--- src/rtl/alu_div_seq_if.sv ---
// Request/response bundle between the core's execute stage and the sequential divider.
// The core is the master and the divider is the slave.
interface alu_div_seq_if;
    logic        start;
    logic [31:0] dividend;
    logic [31:0] divisor;
    logic        busy;
    logic        done;
    logic [31:0] quotient;
    logic [31:0] remainder;
    logic        div_by_zero;

    modport master (
        output start, dividend, divisor,
        input  busy, done, quotient, remainder, div_by_zero
    );

    modport slave (
        input  start, dividend, divisor,
        output busy, done, quotient, remainder, div_by_zero
    );
endinterface

--- src/rtl/alu_div_seq.sv ---
// Multi-cycle unsigned 32-bit restoring divider (DIVU/REMU).
// It has no subtractor of its own: each quotient bit is one subtract on an external combinational ALU.
module alu_div_seq #(
    parameter logic [2:0] OP_SUB   = 3'b010,
    parameter logic [2:0] OP_PASSB = 3'b011,
    parameter logic [2:0] OP_IDLE  = 3'b000
) (
    input  logic          clk,
    input  logic          rst_n,
    alu_div_seq_if.slave  bus,
    output logic [31:0]   alu_a,
    output logic [31:0]   alu_b,
    output logic [2:0]    alu_op,
    input  logic [31:0]   alu_out,
    input  logic          alu_cf,
    input  logic          alu_zf
);
    typedef enum logic [1:0] {IDLE, CHECK, ITER, DONE} state_t;

    state_t      state_q, state_d;
    logic [4:0]  cnt_q, cnt_d;
    logic [31:0] r_q, r_d;
    logic [31:0] q_q, q_d;
    logic [31:0] d_q, d_d;
    logic [31:0] n_q, n_d;
    logic [31:0] quotient_q, quotient_d;
    logic [31:0] remainder_q, remainder_d;
    logic        dbz_q, dbz_d;
    logic [31:0] trial;
    logic        take;

    always_ff @(posedge clk) begin
        if (!rst_n) begin
            state_q     <= IDLE;
            cnt_q       <= '0;
            r_q         <= '0;
            q_q         <= '0;
            d_q         <= '0;
            n_q         <= '0;
            quotient_q  <= '0;
            remainder_q <= '0;
            dbz_q       <= 1'b0;
        end else begin
            state_q     <= state_d;
            cnt_q       <= cnt_d;
            r_q         <= r_d;
            q_q         <= q_d;
            d_q         <= d_d;
            n_q         <= n_d;
            quotient_q  <= quotient_d;
            remainder_q <= remainder_d;
            dbz_q       <= dbz_d;
        end
    end

    assign trial = {r_q[30:0], n_q[cnt_q]};
    // A set R[31] means the 33-bit trial exceeds any divisor, so the wrapped difference is the remainder.
    assign take  = r_q[31] | ~alu_cf;

    // ALU drive depends only on state and registers, kept apart from the block that consumes the ALU flags.
    always_comb begin
        alu_a  = '0;
        alu_b  = '0;
        alu_op = OP_IDLE;
        case (state_q)
            CHECK: begin
                alu_b  = d_q;
                alu_op = OP_PASSB;
            end
            ITER: begin
                alu_a  = trial;
                alu_b  = d_q;
                alu_op = OP_SUB;
            end
            default: ;
        endcase
    end

    always_comb begin
        state_d     = state_q;
        cnt_d       = cnt_q;
        r_d         = r_q;
        q_d         = q_q;
        d_d         = d_q;
        n_d         = n_q;
        quotient_d  = quotient_q;
        remainder_d = remainder_q;
        dbz_d       = dbz_q;
        case (state_q)
            IDLE: begin
                if (bus.start) begin
                    n_d     = bus.dividend;
                    d_d     = bus.divisor;
                    r_d     = '0;
                    q_d     = '0;
                    cnt_d   = 5'd31;
                    state_d = CHECK;
                end
            end
            CHECK: begin
                if (alu_zf) begin
                    quotient_d  = '1;
                    remainder_d = n_q;
                    dbz_d       = 1'b1;
                    state_d     = DONE;
                end else begin
                    state_d = ITER;
                end
            end
            ITER: begin
                if (take) begin
                    r_d        = alu_out;
                    q_d[cnt_q] = 1'b1;
                end else begin
                    r_d        = trial;
                    q_d[cnt_q] = 1'b0;
                end
                if (cnt_q == 5'd0) begin
                    quotient_d  = q_d;
                    remainder_d = r_d;
                    dbz_d       = 1'b0;
                    state_d     = DONE;
                end else begin
                    cnt_d = cnt_q - 5'd1;
                end
            end
            DONE: state_d = IDLE;
            default: state_d = IDLE;
        endcase
    end

    assign bus.busy        = (state_q != IDLE);
    assign bus.done        = (state_q == DONE);
    assign bus.quotient    = quotient_q;
    assign bus.remainder   = remainder_q;
    assign bus.div_by_zero = dbz_q;
endmodule

--- src/flat_wrapper.sv ---
// flat-port wrapper written by rule: the top's interface ports become plain ports
module alu_div_seq_flat 
#(
    parameter logic [2:0] OP_SUB   = 3'b010,
    parameter logic [2:0] OP_PASSB = 3'b011,
    parameter logic [2:0] OP_IDLE  = 3'b000
)
  (clk, rst_n, alu_a, alu_b, alu_op, alu_out, alu_cf, alu_zf, bus_start, bus_dividend, bus_divisor, bus_busy, bus_done, bus_quotient, bus_remainder, bus_div_by_zero);
  alu_div_seq_if bus_i ();
  input  logic clk;
  input  logic rst_n;
  output logic [31:0] alu_a;
  output logic [31:0] alu_b;
  output logic [2:0] alu_op;
  input  logic [31:0] alu_out;
  input  logic alu_cf;
  input  logic alu_zf;
  input wire logic [$bits(bus_i.start)-1:0] bus_start;
  input wire logic [$bits(bus_i.dividend)-1:0] bus_dividend;
  input wire logic [$bits(bus_i.divisor)-1:0] bus_divisor;
  output wire logic [$bits(bus_i.busy)-1:0] bus_busy;
  output wire logic [$bits(bus_i.done)-1:0] bus_done;
  output wire logic [$bits(bus_i.quotient)-1:0] bus_quotient;
  output wire logic [$bits(bus_i.remainder)-1:0] bus_remainder;
  output wire logic [$bits(bus_i.div_by_zero)-1:0] bus_div_by_zero;
  assign bus_i.start = bus_start;
  assign bus_i.dividend = bus_dividend;
  assign bus_i.divisor = bus_divisor;
  assign bus_busy = bus_i.busy;
  assign bus_done = bus_i.done;
  assign bus_quotient = bus_i.quotient;
  assign bus_remainder = bus_i.remainder;
  assign bus_div_by_zero = bus_i.div_by_zero;
  alu_div_seq #(.OP_SUB(OP_SUB), .OP_PASSB(OP_PASSB), .OP_IDLE(OP_IDLE)) u_core (.clk(clk), .rst_n(rst_n), .bus(bus_i), .alu_a(alu_a), .alu_b(alu_b), .alu_op(alu_op), .alu_out(alu_out), .alu_cf(alu_cf), .alu_zf(alu_zf));
endmodule
--- config.mk ---
export PLATFORM = sky130hd
export DESIGN_NAME = alu_div_seq_flat
export DESIGN_NICKNAME = d
export VERILOG_FILES = /design/src/rtl/alu_div_seq_if.sv /design/src/rtl/alu_div_seq.sv /design/src/flat_wrapper.sv
export SDC_FILE = /design/constraint.sdc
export NUM_CORES = 1
export LEC_CHECK = 0
export CORE_ASPECT_RATIO = 1.2
export CORE_MARGIN = 2
export CORE_UTILIZATION = 45
export DETAILED_ROUTE_END_ITERATION = 8
export PLACE_DENSITY = 0.77
export RECOVER_POWER = 100
export SYNTH_ARGS = -nofsm -noshare
export SYNTH_HDL_FRONTEND = slang
export SYNTH_SLANG_ARGS = --single-unit
--- constraint.sdc ---
create_clock -name clk -period 2 [get_ports clk]
set_input_delay 0.2 -clock clk [delete_from_list [all_inputs] [get_ports clk]]
set_output_delay 0.2 -clock clk [all_outputs]
set_load 0.01 [all_outputs]
### Word level (Yosys, flattened, before mapping)

Index checks and enable logic that the tools add are counted.

| word-level totals | value |
|---|---|
| register bits | 200 |
| word-level logic and storage cells | 64 |

| operators by class | value |
|---|---|
| add/sub/neg operators | 1 |
| magnitude comparators | 2 |
| equal/unequal tests | 7 |
| mux-type cells | 28 |
| bitwise operators | 5 |
| reduce and logical (&&, ||, !) cells | 12 |

Operator list:

| operator | number |
|---|---|
| 2-to-1 mux 32 bit | 9 |
| one-hot mux 32 bit (2 select lines) | 4 |
| AND 32 bit | 1 |
| inverter 32 bit | 1 |
| OR 32 bit | 1 |
| 2-to-1 mux 5 bit | 2 |
| one-hot mux 5 bit (2 select lines) | 1 |
| one-hot mux 2 bit (4 select lines) | 1 |
| < comparator 5 x 6 -> 1 bit (second input constant) | 1 |
| inequality test 2 bit (second input constant) | 3 |
| AND reduction 2 bit | 3 |
| AND reduction 3 bit | 2 |
| nonzero test 2 bit | 3 |
| binary-select mux 1 bit (select 5 bit) | 1 |
| demux 1 bit (select 5 bit) | 1 |
| >= comparator 5 x 1 -> 1 bit (second input constant) | 1 |
| logical NOT 5 bit | 1 |
| 2-to-1 mux 1 bit | 5 |
| subtractor 5 x 1 -> 5 bit (second input constant) | 1 |
| equality test 2 bit (second input constant) | 2 |
| 2-to-1 mux 2 bit | 2 |
| one-hot mux 2 bit (2 select lines) | 1 |
| equality test 2 x 1 -> 1 bit (second input constant) | 1 |
| logical NOT 2 bit | 1 |
| 6 further kinds | 6 |

### Depth between registers and ports, before layout

| depth | value |
|---|---|
| depth after elaboration | 9 |
| depth in mapped cells | 10 |

### Least setup slack after synthesis

No wires, ideal clock.

| timing | value |
|---|---|
| kind | register to register |
| start point | reg u_core.cnt_q[1] |
| end point | reg u_core.remainder_q[23] (netlist: u_core.bus.remainder[23]) |
| arrival time | 2.072 ns |
| required time | 1.877 ns |
| path slack | -0.195 ns |
| stages on the path, launching flop included | 11 |
| buffers on the path | 3 |
| path through | dfxtp_1 > buf_6 > buf_2 > inv_1 > ha_1 > nor4b_4 > o221ai_2 > clkbuf_1 > nor3_1 > a221oi_1 > nor2b_1 |

| between the ends | value |
|---|---|
| word-level cells in the longest chain between the ends | 3 |

RTL lines:

| item | line | source |
|---|---|---|
| from (decl) | alu_div_seq.sv:21 | `logic [4:0] cnt_q, cnt_d;` |
| from (signal assigned) | alu_div_seq.sv:45 | `cnt_q <= cnt_d;` |
| logical NOT 5 bit | alu_div_seq.sv:118 | `if (cnt_q == 5'd0) begin` |
| inequality test 2 x 1 -> 1 bit (no line) | -- |  |
| AND reduction 3 bit (no line) | -- |  |
| to (signal assigned) | alu_div_seq.sv:51 | `remainder_q <= remainder_d;` |
| to (decl) | alu_div_seq.sv:27 | `logic [31:0] remainder_q, remainder_d;` |

Every way passes these cells.
A chain may end at the register's enable or synchronous reset.

### Worst setup path in the final report

| timing | value |
|---|---|
| start point | reg u_core.cnt_q[1] |
| end point | reg u_core.remainder_q[1] (netlist: u_core.bus.remainder[1]) |

The elaborated chain is that of the path after synthesis.

==> impl_metrics.yaml <==
setup_path:
  cp-start-kind: "register"
  cp_slowest_cell: "dfxtp_4"
  cp_cell_sequence: "buf_4 -> buf_12 -> buf_6 -> inv_6 -> ha_4 -> nor4b_4 -> o221ai_4 -> buf_12 -> buf_16 -> a221oi_2 -> nor2b_1"
  cp_common_cell: "buf_12"
  crit_required_ns: 2.31
  endpoint_kind: "register"
  worst_path_largest_cell_delay_ns: 0.37
  crit_type: "register to register"
  worstPathMaxFanout: 7
  arrival_ns: 2.69
  reg2reg_depth: 11
power:
  p_total_mw: 16.3
  p_sw_mw: 6.26
  power.density_nw_per_um2: 1190
  p_int_mw: 10.0
  cellLeakagePower_nw: 5.98
  peakVddDrop_mv: 0.776
  p_seq_frac: 0.322
  switching_share: 0.385
  clkPwrFrac: 0.202
  p_comb_frac: 0.477
floorplan:
  core_um2: 20900
  die_y_um: 164
  pin_count: 235
  initial_core_util: 0.458
  fp.dieW_um: 137
  die_area_um2: 22500
  fp-row-count: 58
clocking:
  clk_latency_ns: 0.44
  cts_root_buf: "clkbuf_16"
  cts_tree: "done"
  cts_inserted_buffers: 17
  htreeDepth: 4
  hold_buffers: 0
  clockBufferDepth: 2
  clkTransAtPathRegs_ns: 0.08
  cts.sinks: 200
flow_run:
  maxCapViolCount: 0
global_routing:
  grt_max_degree: 66
  grt_pass1_wl_um: 44700
  grt.total_usage: 0.253
  grt-ovfl-total: 0
  antenna_found_initial: 0
  grt_pass1_vias: 8591
placement:
  pre_cts_ws_ns: -0.391
  io_buffer_count: 233
  place_hpwl_um: 19000
  gp_congestion: 0.937
routing:
  wl_um: 29600
  drtAntennaViolNets: 0
  dr.pass1.iters: 5
  wire_per_inst_um: 17.9
  drc: 0
  drt_iter0_drc: 560
  vias: 8967
  post_drt_via_cell_ratio: 5.43
worst_hold_path:
  min_path_type: "input pin to register"
  hold_depth: 2
cells_and_area:
  fin_nets: 1479
  syn_to_final_growth_pct: 43.2
  n_antenna_cell: 0
  final_layout_size_suffix_gt1_frac: 0.159
sta:
  finalSetupViolCount: 120
  max_freq_ghz: 0.420
  fin_setup_tns_ns: -12.94
  final.period_utilization: 1.19
  worst_pin_slew_ns: 0.787
  slew_headroom: 0.475
  finalClockSkew_ns: 0.0126
  slew_viol_final: 0
  setup_slack_ns: -0.378
  rsz0062_at_grt: "yes"
  finalHoldViolCount: 0
  finalCriticalPeriod_ns: 2.38
logic_synthesis:
  syn_nets: 1229
  async_reset_ff_frac: 0
  synthTopCellsByArea: "dfxtp_1, nand2_1, and2_1"
  ys_warn_count: 0
  syn_area_um2: 9570
  yosys.area.top_type: "dfxtp_1"
  synth_top_area_frac: 0.418
  ys_ff_latch: 200
  syn_inst: 1118
  ys_types: 51
  synth.avg_cell_area_um2: 8.56
  synth_flop_cell: "dfxtp_1"
  seq_area_frac_synth: 0.418
  synth_edf_count: 0
outcome:
  violations: "negative setup slack"
  status: "finished with violations"
sequential cells by signal, indices dropped and copies added, names as in the netlist:
name	count
u_core.bus.quotient	32
u_core.q_q	32
u_core.d_q	32
u_core.r_q	32
u_core.n_q	32
u_core.state_q	2
u_core.cnt_q	5
u_core.bus.remainder	32
u_core.bus.div_by_zero	1
cells in the mapped netlist (all sizes together), types with 4 or more instances:
library cell,count
nand3,8
nor2b,34
ha,10
a221oi,31
nor2,5
nor3,71
clkbuf,66
nand2b,4
inv,10
o211a,35
mux2,4
o21a,35
nand2,222
a21oi,10
buf,35
and2,128
dfxtp,200
o21ai,43
a21boi,64
mux2i,71
layout by cell type (no fill, tap or decap), types with 4 or more instances in the layout:
master             n
ha_1               6
buf_16             4
nor2_1             5
inv_6              7
clkbuf_2          18
o211a_1           35
o21ai_0           35
and2_0             7
clkbuf_16         20
a221oi_1          10
dlygate4sd3_1     66
and2_1           120
mux2i_1           70
dlygate4sd2_1     29
nor3_4            16
nand2_1          219
clkdlybuf4s50_1  100
clkbuf_1          22
a21oi_1            8
buf_6              8
nor3_2             7
a221oi_2          18
nor3_1            48
buf_4             57
inv_1              6
buf_12            16
a21boi_0          64
nand3_1            8
o21ai_1            7
buf_2              4
nor2b_1           34
dfxtp_1          196
o21a_1            35
final cells by class:
type | instances | area (um^2)
clock buffer | 18 | 439
inverter | 10 | 42.5
multi-input combinational | 807 | 5580
tap | 270 | 338
clock inverter | 13 | 110
timing repair buffer | 332 | 3180
sequential | 200 | 4010
fill | 1708 | 7190
path summary, 6_finish.rpt:
kind / startpoint / to / slack [ns]
worst max-delay path: u_core.cnt_q[1] / u_core.bus.remainder[1] / -0.38
worst min-delay path: rst_n / u_core.r_q[19] / 0.28
worst max register to register: u_core.cnt_q[1] / u_core.bus.remainder[1] / -0.38
worst min register to register: u_core.d_q[23] / u_core.d_q[23] / 0.46
power groups by stage:
stage | clock network, mW | logic [mW] | registers, mW
after floorplan | 0 | 3.28 | 5.28
after global placement | 0 | 6.02 | 5.25
after detailed placement | 0 | 6.09 | 5.27
after CTS | 3.34 | 7.06 | 5.22
after global routing | 3.52 | 8.24 | 5.31
final | 3.28 | 7.75 | 5.23
per-layer routing:
metal | share of wire | global-route usage
met1 | 0.42 | 0.316
met2 | 0.49 | 0.426
met3 | 0.058 | 0.0460
met5 | 0 | 0
met4 | 0.035 | 0.106
logic make-up (layout without fill, tap and decap cells):
logic type	count (synthesis)	after routing	synth area share
buffers and inverters	111	373	0.0484
adder cells (fa/ha/maj)	10	10	0.0131
flip-flops	200	200	0.418
other	1	1	0.000392
XOR/XNOR	1	1	0.000915
multiplexers	75	75	0.0794
AND/OR/NAND/NOR	485	485	0.254
AO/OA/AOI/OAI	235	235	0.186
what timing repair did:
action | 4_1_cts | 5_1_grt
gates cloned | 5 | 5
pin swaps | 11 | 10
endpoints found under the setup margin | 135 | 115
resized for setup | 153 | 104
buffers inserted | 8 | 13
per-stage QoR:
step	instances	hold slack (ns)	utilization	cell area [um^2]
finish	1650	0.285	0.656	13700
global placement	1589	0.444	0.599	12500
CTS	1633	0.273	0.646	13500
floorplan	1118	0.345	-	9600
detailed placement	1589	0.451	0.599	12500
global route	1650	0.279	0.656	13700
critical path, delay by kind of cell (launching register included):
kind / cells / cell delay (ns)
buf+inv: 6 / 0.83
compound gates: 2 / 0.52
simple gates: 2 / 0.39
flops: 1 / 0.37
fa+ha+maj: 1 / 0.14
No activity file was read; power rests on OpenSTA's default activity.
